[config.mk]
export PLATFORM = sky130hd
export DESIGN_NAME = writeback_unit
export DESIGN_NICKNAME = d
export VERILOG_FILES = /design/src/rtl/lemon_wb_pkg.sv /design/src/rtl/load_formatter.sv /design/src/rtl/writeback_unit.sv
export SDC_FILE = /design/constraint.sdc
export NUM_CORES = 1
export LEC_CHECK = 0
export CORE_ASPECT_RATIO = 0.5
export CORE_MARGIN = 1.5
export CORE_UTILIZATION = 48
export DETAILED_ROUTE_END_ITERATION = 8
export PLACE_DENSITY = 0.79
export SYNTH_ARGS = -nofsm -noshare
export SYNTH_HDL_FRONTEND = slang
export SYNTH_SLANG_ARGS = --single-unit
[constraint.sdc]
create_clock -name clk -period 3.2 [get_ports clk]
set_input_delay 0.64 -clock clk [delete_from_list [all_inputs] [get_ports clk]]
set_output_delay 0.64 -clock clk [all_outputs]
set_load 0.05 [all_outputs]
[src/rtl/lemon_wb_pkg.sv]
// rtl/lemon_wb_pkg.sv - shared writeback source-select and load-width encodings
package lemon_wb_pkg;

    localparam logic [1:0] SEL_ALU  = 2'd0;
    localparam logic [1:0] SEL_LOAD = 2'd1;
    localparam logic [1:0] SEL_PC4  = 2'd2;
    localparam logic [1:0] SEL_ZERO = 2'd3;

    localparam logic [2:0] LB  = 3'b000;
    localparam logic [2:0] LH  = 3'b001;
    localparam logic [2:0] LW  = 3'b010;
    localparam logic [2:0] LBU = 3'b100;
    localparam logic [2:0] LHU = 3'b101;

endpackage

[src/rtl/load_formatter.sv]
// rtl/load_formatter.sv - extracts and extends a byte/halfword/word from a raw load word
module load_formatter
    import lemon_wb_pkg::*;
(
    input  logic [31:0] rdata,
    input  logic [1:0]  addr_lo,
    input  logic [2:0]  funct3,
    output logic [31:0] data
);

    logic [7:0]  byte_val;
    logic [15:0] half_val;

    always_comb begin
        byte_val = rdata[{addr_lo, 3'b000} +: 8];
        half_val = addr_lo[1] ? rdata[31:16] : rdata[15:0];
        case (funct3)
            LB:      data = {{24{byte_val[7]}}, byte_val};
            LBU:     data = {24'd0, byte_val};
            LH:      data = {{16{half_val[15]}}, half_val};
            LHU:     data = {16'd0, half_val};
            LW:      data = rdata;
            default: data = rdata;
        endcase
    end

endmodule

[src/rtl/writeback_unit.sv]
// rtl/writeback_unit.sv - 2-entry writeback FIFO with result formatting and pending-write hazard query
// Define WRITEBACK_TRACE_EN to print every register-file write in simulation.
module writeback_unit #(
    parameter int ADDR_WIDTH = 5,
    parameter int DATA_WIDTH = 32
) (
    input  logic                  clk,
    input  logic                  rst,
    input  logic                  in_valid,
    output logic                  in_ready,
    input  logic [ADDR_WIDTH-1:0] in_rd,
    input  logic [1:0]            in_sel,
    input  logic [DATA_WIDTH-1:0] in_alu,
    input  logic [DATA_WIDTH-1:0] in_pc,
    input  logic [DATA_WIDTH-1:0] in_mem_rdata,
    input  logic [1:0]            in_addr_lo,
    input  logic [2:0]            in_funct3,
    input  logic                  wb_stall,
    output logic                  wen,
    output logic [ADDR_WIDTH-1:0] rd,
    output logic [DATA_WIDTH-1:0] dataD,
    input  logic [ADDR_WIDTH-1:0] rs1,
    input  logic [ADDR_WIDTH-1:0] rs2,
    output logic                  hit1,
    output logic                  hit2
);
    import lemon_wb_pkg::*;

    if (DATA_WIDTH != 32) begin : g_bad_width
        $error("writeback_unit: DATA_WIDTH must be 32");
    end

    logic [1:0]            count_q, count_d;
    logic                  wr_ptr_q, wr_ptr_d;
    logic                  rd_ptr_q, rd_ptr_d;
    logic [ADDR_WIDTH-1:0] rd_mem_q [2];
    logic [ADDR_WIDTH-1:0] rd_mem_d [2];
    logic [DATA_WIDTH-1:0] data_mem_q [2];
    logic [DATA_WIDTH-1:0] data_mem_d [2];
    logic [DATA_WIDTH-1:0] load_data;
    logic [DATA_WIDTH-1:0] push_data;
    logic [1:0]            entry_valid;
    logic                  push;
    logic                  pop;

    load_formatter u_load_formatter (
        .rdata   (in_mem_rdata),
        .addr_lo (in_addr_lo),
        .funct3  (in_funct3),
        .data    (load_data)
    );

    // Handshakes and writes are suppressed in the reset cycle so nothing leaks across it.
    assign in_ready = (count_q != 2'd2);
    assign push     = in_valid && in_ready && !rst;
    assign pop      = (count_q != 2'd0) && !wb_stall && !rst;

    always_comb begin
        case (in_sel)
            SEL_ALU:  push_data = in_alu;
            SEL_LOAD: push_data = load_data;
            SEL_PC4:  push_data = in_pc + DATA_WIDTH'(4);
            default:  push_data = '0;
        endcase
    end

    always_comb begin
        count_d    = count_q;
        wr_ptr_d   = wr_ptr_q;
        rd_ptr_d   = rd_ptr_q;
        rd_mem_d   = rd_mem_q;
        data_mem_d = data_mem_q;
        if (push) begin
            rd_mem_d[wr_ptr_q]   = in_rd;
            data_mem_d[wr_ptr_q] = push_data;
            wr_ptr_d             = ~wr_ptr_q;
        end
        if (pop) begin
            rd_ptr_d = ~rd_ptr_q;
        end
        case ({push, pop})
            2'b10:   count_d = count_q + 2'd1;
            2'b01:   count_d = count_q - 2'd1;
            default: count_d = count_q;
        endcase
    end

    always_ff @(posedge clk) begin
        if (rst) begin
            count_q  <= 2'd0;
            wr_ptr_q <= 1'b0;
            rd_ptr_q <= 1'b0;
        end else begin
            count_q  <= count_d;
            wr_ptr_q <= wr_ptr_d;
            rd_ptr_q <= rd_ptr_d;
        end
    end

    always_ff @(posedge clk) begin
        rd_mem_q   <= rd_mem_d;
        data_mem_q <= data_mem_d;
    end

    // An rd==0 entry still pops, but never raises the write enable.
    assign wen   = pop && (rd_mem_q[rd_ptr_q] != '0);
    assign rd    = pop ? rd_mem_q[rd_ptr_q] : '0;
    assign dataD = pop ? data_mem_q[rd_ptr_q] : '0;

    always_comb begin
        entry_valid = 2'b00;
        if (count_q == 2'd2) begin
            entry_valid = 2'b11;
        end else if (count_q == 2'd1) begin
            entry_valid[rd_ptr_q] = 1'b1;
        end
        hit1 = 1'b0;
        hit2 = 1'b0;
        for (int i = 0; i < 2; i++) begin
            if (entry_valid[i] && (rd_mem_q[i] == rs1) && (rs1 != '0)) hit1 = 1'b1;
            if (entry_valid[i] && (rd_mem_q[i] == rs2) && (rs2 != '0)) hit2 = 1'b1;
        end
    end

`ifdef WRITEBACK_TRACE_EN
    always_ff @(posedge clk) begin
        if (wen) begin
            $display("writeback: x%0d <= 0x%08h", rd, dataD);
        end
    end
`else
`endif

endmodule

== After elaboration in Yosys (flattened, before gate mapping) ==
Index checks and enable logic that the tools add are counted.

* Register bits: 78
* Input bits: 122
* Output and inout port bits: 41
* Logic and storage cells: 84

* Add/sub/neg operators: 3
* Magnitude comparators: 5
* Equality and inequality tests: 14
* Shift-type cells: 1
* Muxes and demuxes: 26
* Bitwise gates (word level): 4
* Reductions and logical operators: 24

{| class="wikitable"
|+ Operator list
! cell !! number
|-
| 32-bit two-way mux || 5
|-
| 32-bit one-hot mux with 4 select lines || 1
|-
| 32-bit one-hot mux with 3 select lines || 1
|-
| 64-bit bitwise mux || 1
|-
| 32-bit by 3-bit adder with 32-bit output, second input constant || 1
|-
| 32-bit demux with 1-bit select || 1
|-
| 32-bit by 6-bit indexed part select with 8-bit output || 1
|-
| 5-bit two-way mux || 5
|-
| 5-bit == test || 4
|-
| 16-bit two-way mux || 1
|-
| 1-bit logical AND || 15
|-
| 5-bit nonzero test || 3
|-
| 10-bit bitwise mux || 1
|-
| 2-bit by 1-bit == test with 1-bit output, second input constant || 3
|-
| 2-bit == test, second input constant || 3
|-
| 3-bit == test, second input constant || 2
|-
| 5-bit demux with 1-bit select || 1
|-
| 1-bit two-way mux || 5
|-
| 2-bit greater-or-equal comparator, second input constant || 2
|-
| 2-bit two-way mux || 2
|-
| 1-bit NOT with 2-bit output || 2
|-
| 2-bit one-hot mux with 2 select lines || 1
|-
| 2-bit nonzero test || 2
|-
| 3-bit by 1-bit == test with 1-bit output, second input constant || 1
|-
| 11 further kinds || 13
|}

== Logic depth before layout (Yosys ltp) ==
* Depth in word-level cells: 10
* Depth in mapped cells: 10
* Mapped depth without buffers: 8

== Cells and area by module ==
A second synthesis with hierarchy kept.

* Cell total of the unflattened synthesis: 510
* Area total of the unflattened synthesis: 5412.7 µm²

{| class="wikitable"
|+ Modules (own cells, without submodules)
! module !! times used !! cells each !! area each (µm²) !! seq. area each (µm²)
|-
| writeback_unit || 1 || 414 || 4566.9 || 2302.2
|-
| load_formatter || 1 || 96 || 845.8 || 0.0
|}

== Worst setup path after synthesis ==
No wires, ideal clock.

* Path type: input -> output
* From: input port rs1[3]
* To: output port hit1
* Arrival: 2.207 ns
* Data required time: 2.560 ns
* Path slack: 0.353 ns
* Cell stages on the path: 5
* Path buffers: 0
* Path through: xor2_1 -> or4_1 -> nor3_1 -> a31oi_1 -> a21oi_1

* Longest elaborated chain between the ends: 5
* Elaborated cells on any way between the ends: 9
* Those cells by class: eq/ne (2); mux (2); reduce/logical (5)

{| class="wikitable"
|+ RTL lines
! item !! RTL line !! text
|-
| from (decl) || writeback_unit.sv:22 || <nowiki>input logic [ADDR_WIDTH-1:0] rs1,</nowiki>
|-
| 5-bit == test || writeback_unit.sv:120 || <nowiki>if (entry_valid[i] && (rd_mem_q[i] == rs1) && (rs1 != '0)) hit1 = 1'b1;</nowiki>
|-
| 1-bit logical AND (2 in a row) || writeback_unit.sv:120 ||
|-
| 1-bit two-way mux || writeback_unit.sv:120 ||
|-
| 1-bit two-way mux (*) || writeback_unit.sv:120 ||
|-
| to (decl) || writeback_unit.sv:24 || <nowiki>output logic hit1,</nowiki>
|}

Every way passes the cells marked *; elsewhere a longest branch is shown, timed or not.

== Final worst setup path ==
* From: input port rs1[1]
* To: output port hit1

Same word-level chain as after synthesis.

==> flow_summary.yaml <==
worst_hold_path:
  min_to: "count_q[1]"
  min_path_type: "flip-flop to flip-flop"
  worstHoldPathCells: 2
  holdCritStartpoint: "count_q[1]"
power_and_ir_drop:
  ir_worst_vdd_mv: 0.3642
  powerDensity_mw_per_mm2: 411.2
  p_leak_nw: 2.718
clock_network:
  clk_latency_ps: 330
  postCtsResizedCells: 0
  cts.sinks: 78
  holdBufCountCts: 0
  numCtsBuffers: 9
  tritoncts: "built"
  htreeDepth: 3
  cts_buffer_depth: 2
  clkTransAtPathRegs_ps: 60
  clock-root-buffer: "clkbuf_16"
  post-cts-setup-buffers: 0
floorplan:
  dieArea_mm2: 0.01145
  design.core.area_mm2: 0.01034
  row_count: 26
  die_h_um: 76.41
  die_w_um: 149.8
  initial_core_util_pct: 50.00
  ios: 163
placement:
  globalplace.congestion: 0.9908
  io_buffers: 162
  dpl-instance-area_mm2: 0.007451
  place_hpwl_um: 13520
  place_ws_ps: 147.9
  dp_cells: 811
sta:
  min_period_ps: 3025
  fmax_mhz: 330.5
  rsz0062_at_grt: "false"
  finalCritPeriodShare_pct: 94.54
  tightest_slew_ps: 1144
  setup_viol: 0
  fin_tns_setup_ps: 0
  layout_setup_ws_ps: 174.6
  maxSlewHeadroom_pct: 23.47
  hold_violations: 0
  fin_worst_skew_ps: 3.179
  final_max_slew_viol_count: 0
detailed_routing:
  via_per_inst: 5.838
  vias: 4828
  drt-initial-drc-count: 344
  wl_um: 17320
  drtPass1Iterations: 6
  wire_per_inst_um: 20.95
  ant_nets: 0
  remaining_drc_errors: 0
setup_path:
  reg2reg_from: "count_q[0]"
  end_kind: "output port"
  path_max_fanout: 3
  setup.worst_path.start_class: "input pin"
  required_ps: 2560
  r2r_cells: 9
  arrival_ps: 2390
  rrSetupSlack_ps: 1060
  r2r-end: "count_q[1]"
  criticalPathCategory: "input pin to output port"
layout:
  final_area_mm2: 0.007732
  finish.utilization_pct: 74.75
  final_common_cell: "clkdlybuf4s50_1"
  final-seq-area_mm2: 0.002303
  num-nets-final: 809
  final.fill_count: 721
  area_growth_pct: 49.49
  drive_gt1_share_pct: 13.39
  multi_input_area_mm2: 0.002716
  final_cell_mix: "clkdlybuf4s50_1, nor2_1, edfxtp_1, mux2i_1, buf_12"
  final_cells: 827
  n_antenna_cell: 0
global_route:
  grt_remaining_overflow: 0
  grt_start_max_net_pins: 38
  grt.total_usage_pct: 30.75
  grt_pass1_vias: 4833
  antenna_found_initial: 0
  grt_pass1_wl_um: 26320
synth:
  ys_seq_area_share_pct: 44.51
  syn_area_per_cell_um2: 10.06
  syn_area_mm2: 0.005172
  synth-edff-count: 74
  async_flop_share_pct: 0
  synth_cell_types: 56
  ys_ff_latch: 78
  syn_nets: 641
  synth_ff_type: "edfxtp_1"
  yosysWarningCount: 0
  synthCells: 514
job:
  cap_violations: 0
outcome:
  run_status: "complete, no violations"
[flip-flops by register name, summed over array words and instances, names as in the netlist]
name	cells
count_q	2
data_mem_q	64
rd_mem_q	10
rd_ptr_q	1
wr_ptr_q	1
[cell families after synthesis]
| group | share of synthesized area [%] |
|---|---|
| DFF | 44.51 |
| and+or+nand+nor | 17.78 |
| buffers and inverters | 3.266 |
| adders and majority gates | 1.209 |
| muxes | 10.98 |
| AOI/OAI and AO/OA | 14.30 |
| xor gates and xnor gates | 7.958 |
[synth_stat cells (2+ instances only)]
cell | number | area (um^2)
nor3b_1 | 2 | 15.01
a221o_1 | 9 | 90.09
buf_2 | 3 | 15.01
o22a_1 | 3 | 26.28
buf_1 | 7 | 26.28
inv_1 | 15 | 56.30
nor3_2 | 3 | 30.03
nand2_1 | 24 | 90.09
or4_1 | 3 | 22.52
o211ai_1 | 2 | 15.01
mux4_2 | 2 | 45.04
o221ai_1 | 6 | 52.55
ha_1 | 5 | 62.56
nand2b_1 | 5 | 31.28
o21ai_0 | 16 | 80.08
and4_1 | 4 | 35.03
o32ai_1 | 3 | 26.28
mux2i_1 | 50 | 500.5
xor2_1 | 26 | 227.7
a21o_1 | 3 | 22.52
nor2_1 | 78 | 292.8
and3_1 | 7 | 43.79
o221ai_2 | 2 | 30.03
xnor2_1 | 21 | 183.9
nand3_1 | 12 | 60.06
nor3_1 | 5 | 25.02
nor2b_1 | 8 | 50.05
or3_1 | 5 | 31.28
a211oi_1 | 5 | 37.54
a21oi_1 | 32 | 160.2
o22ai_1 | 11 | 68.82
mux2_2 | 2 | 22.52
dfxtp_1 | 4 | 80.08
nand4_1 | 10 | 62.56
nor4_1 | 7 | 43.79
edfxtp_1 | 74 | 2222
a22oi_1 | 3 | 22.52
a22o_1 | 2 | 17.52
clkbuf_1 | 16 | 60.06
o31a_1 | 3 | 26.28
[report_power, final]
group | switching [W] | internal (W) | leakage (nW)
sequential | 0.0000329 | 0.00120 | 0.719
clock | 0.000365 | 0.000593 | 0.133
combinational | 0.000535 | 0.000452 | 1.87
total | 0.000933 | 0.00225 | 2.72
[per-layer routing]
layer	global-route usage (%)	routed length [um]	vias to the layer above
li1	-	-	2269
met2	50.14	8009	250
met1	41.13	7380	2288
met5	0	0	-
met3	8.024	1713	21
met4	6.667	221	0
[how the worst max path moves through the flow]
stage / endpoint / start / slack (ps) / cells after the start
floorplan: hit1 / rs1[3] / 350 / 5
global placement: hit1 / rs1[3] / 190 / 7
detailed placement: data_mem_q[20] / in_pc[8] / 150 / 6
CTS: hit1 / rs1[1] / 170 / 7
global route: hit1 / rs1[1] / 100 / 7
finish: hit1 / rs1[1] / 170 / 7
[stage by stage]
| step | total power, W | hold slack (ps) |
|---|---|---|
| 2_1_floorplan | 0.001739 | 482.1 |
| 3_3_place_gp | 0.002209 | 508.3 |
| 3_5_place_dp | 0.002228 | 519.1 |
| 4_1_cts | 0.003182 | 527.8 |
| 5_1_grt | 0.003295 | 561.2 |
| 6_report | 0.003179 | 522.5 |
[cell type report]
class | instances | area share [%]
clock buffers | 10 | 2.961
clock inverters | 6 | 0.6796
inverters | 15 | 0.7282
multi-input cells | 394 | 35.13
flip-flops and latches | 78 | 29.79
well taps | 140 | 2.265
repair buffers | 184 | 28.45
[critical path: stages]
cell and delay (ps):
clkdlybuf4s50_1 490, xor2_1 180, or4_1 480, nor3_1 150
a31oi_1 60, a21oi_1 220, buf_12 170
Power figures use the tool's default switching activity.
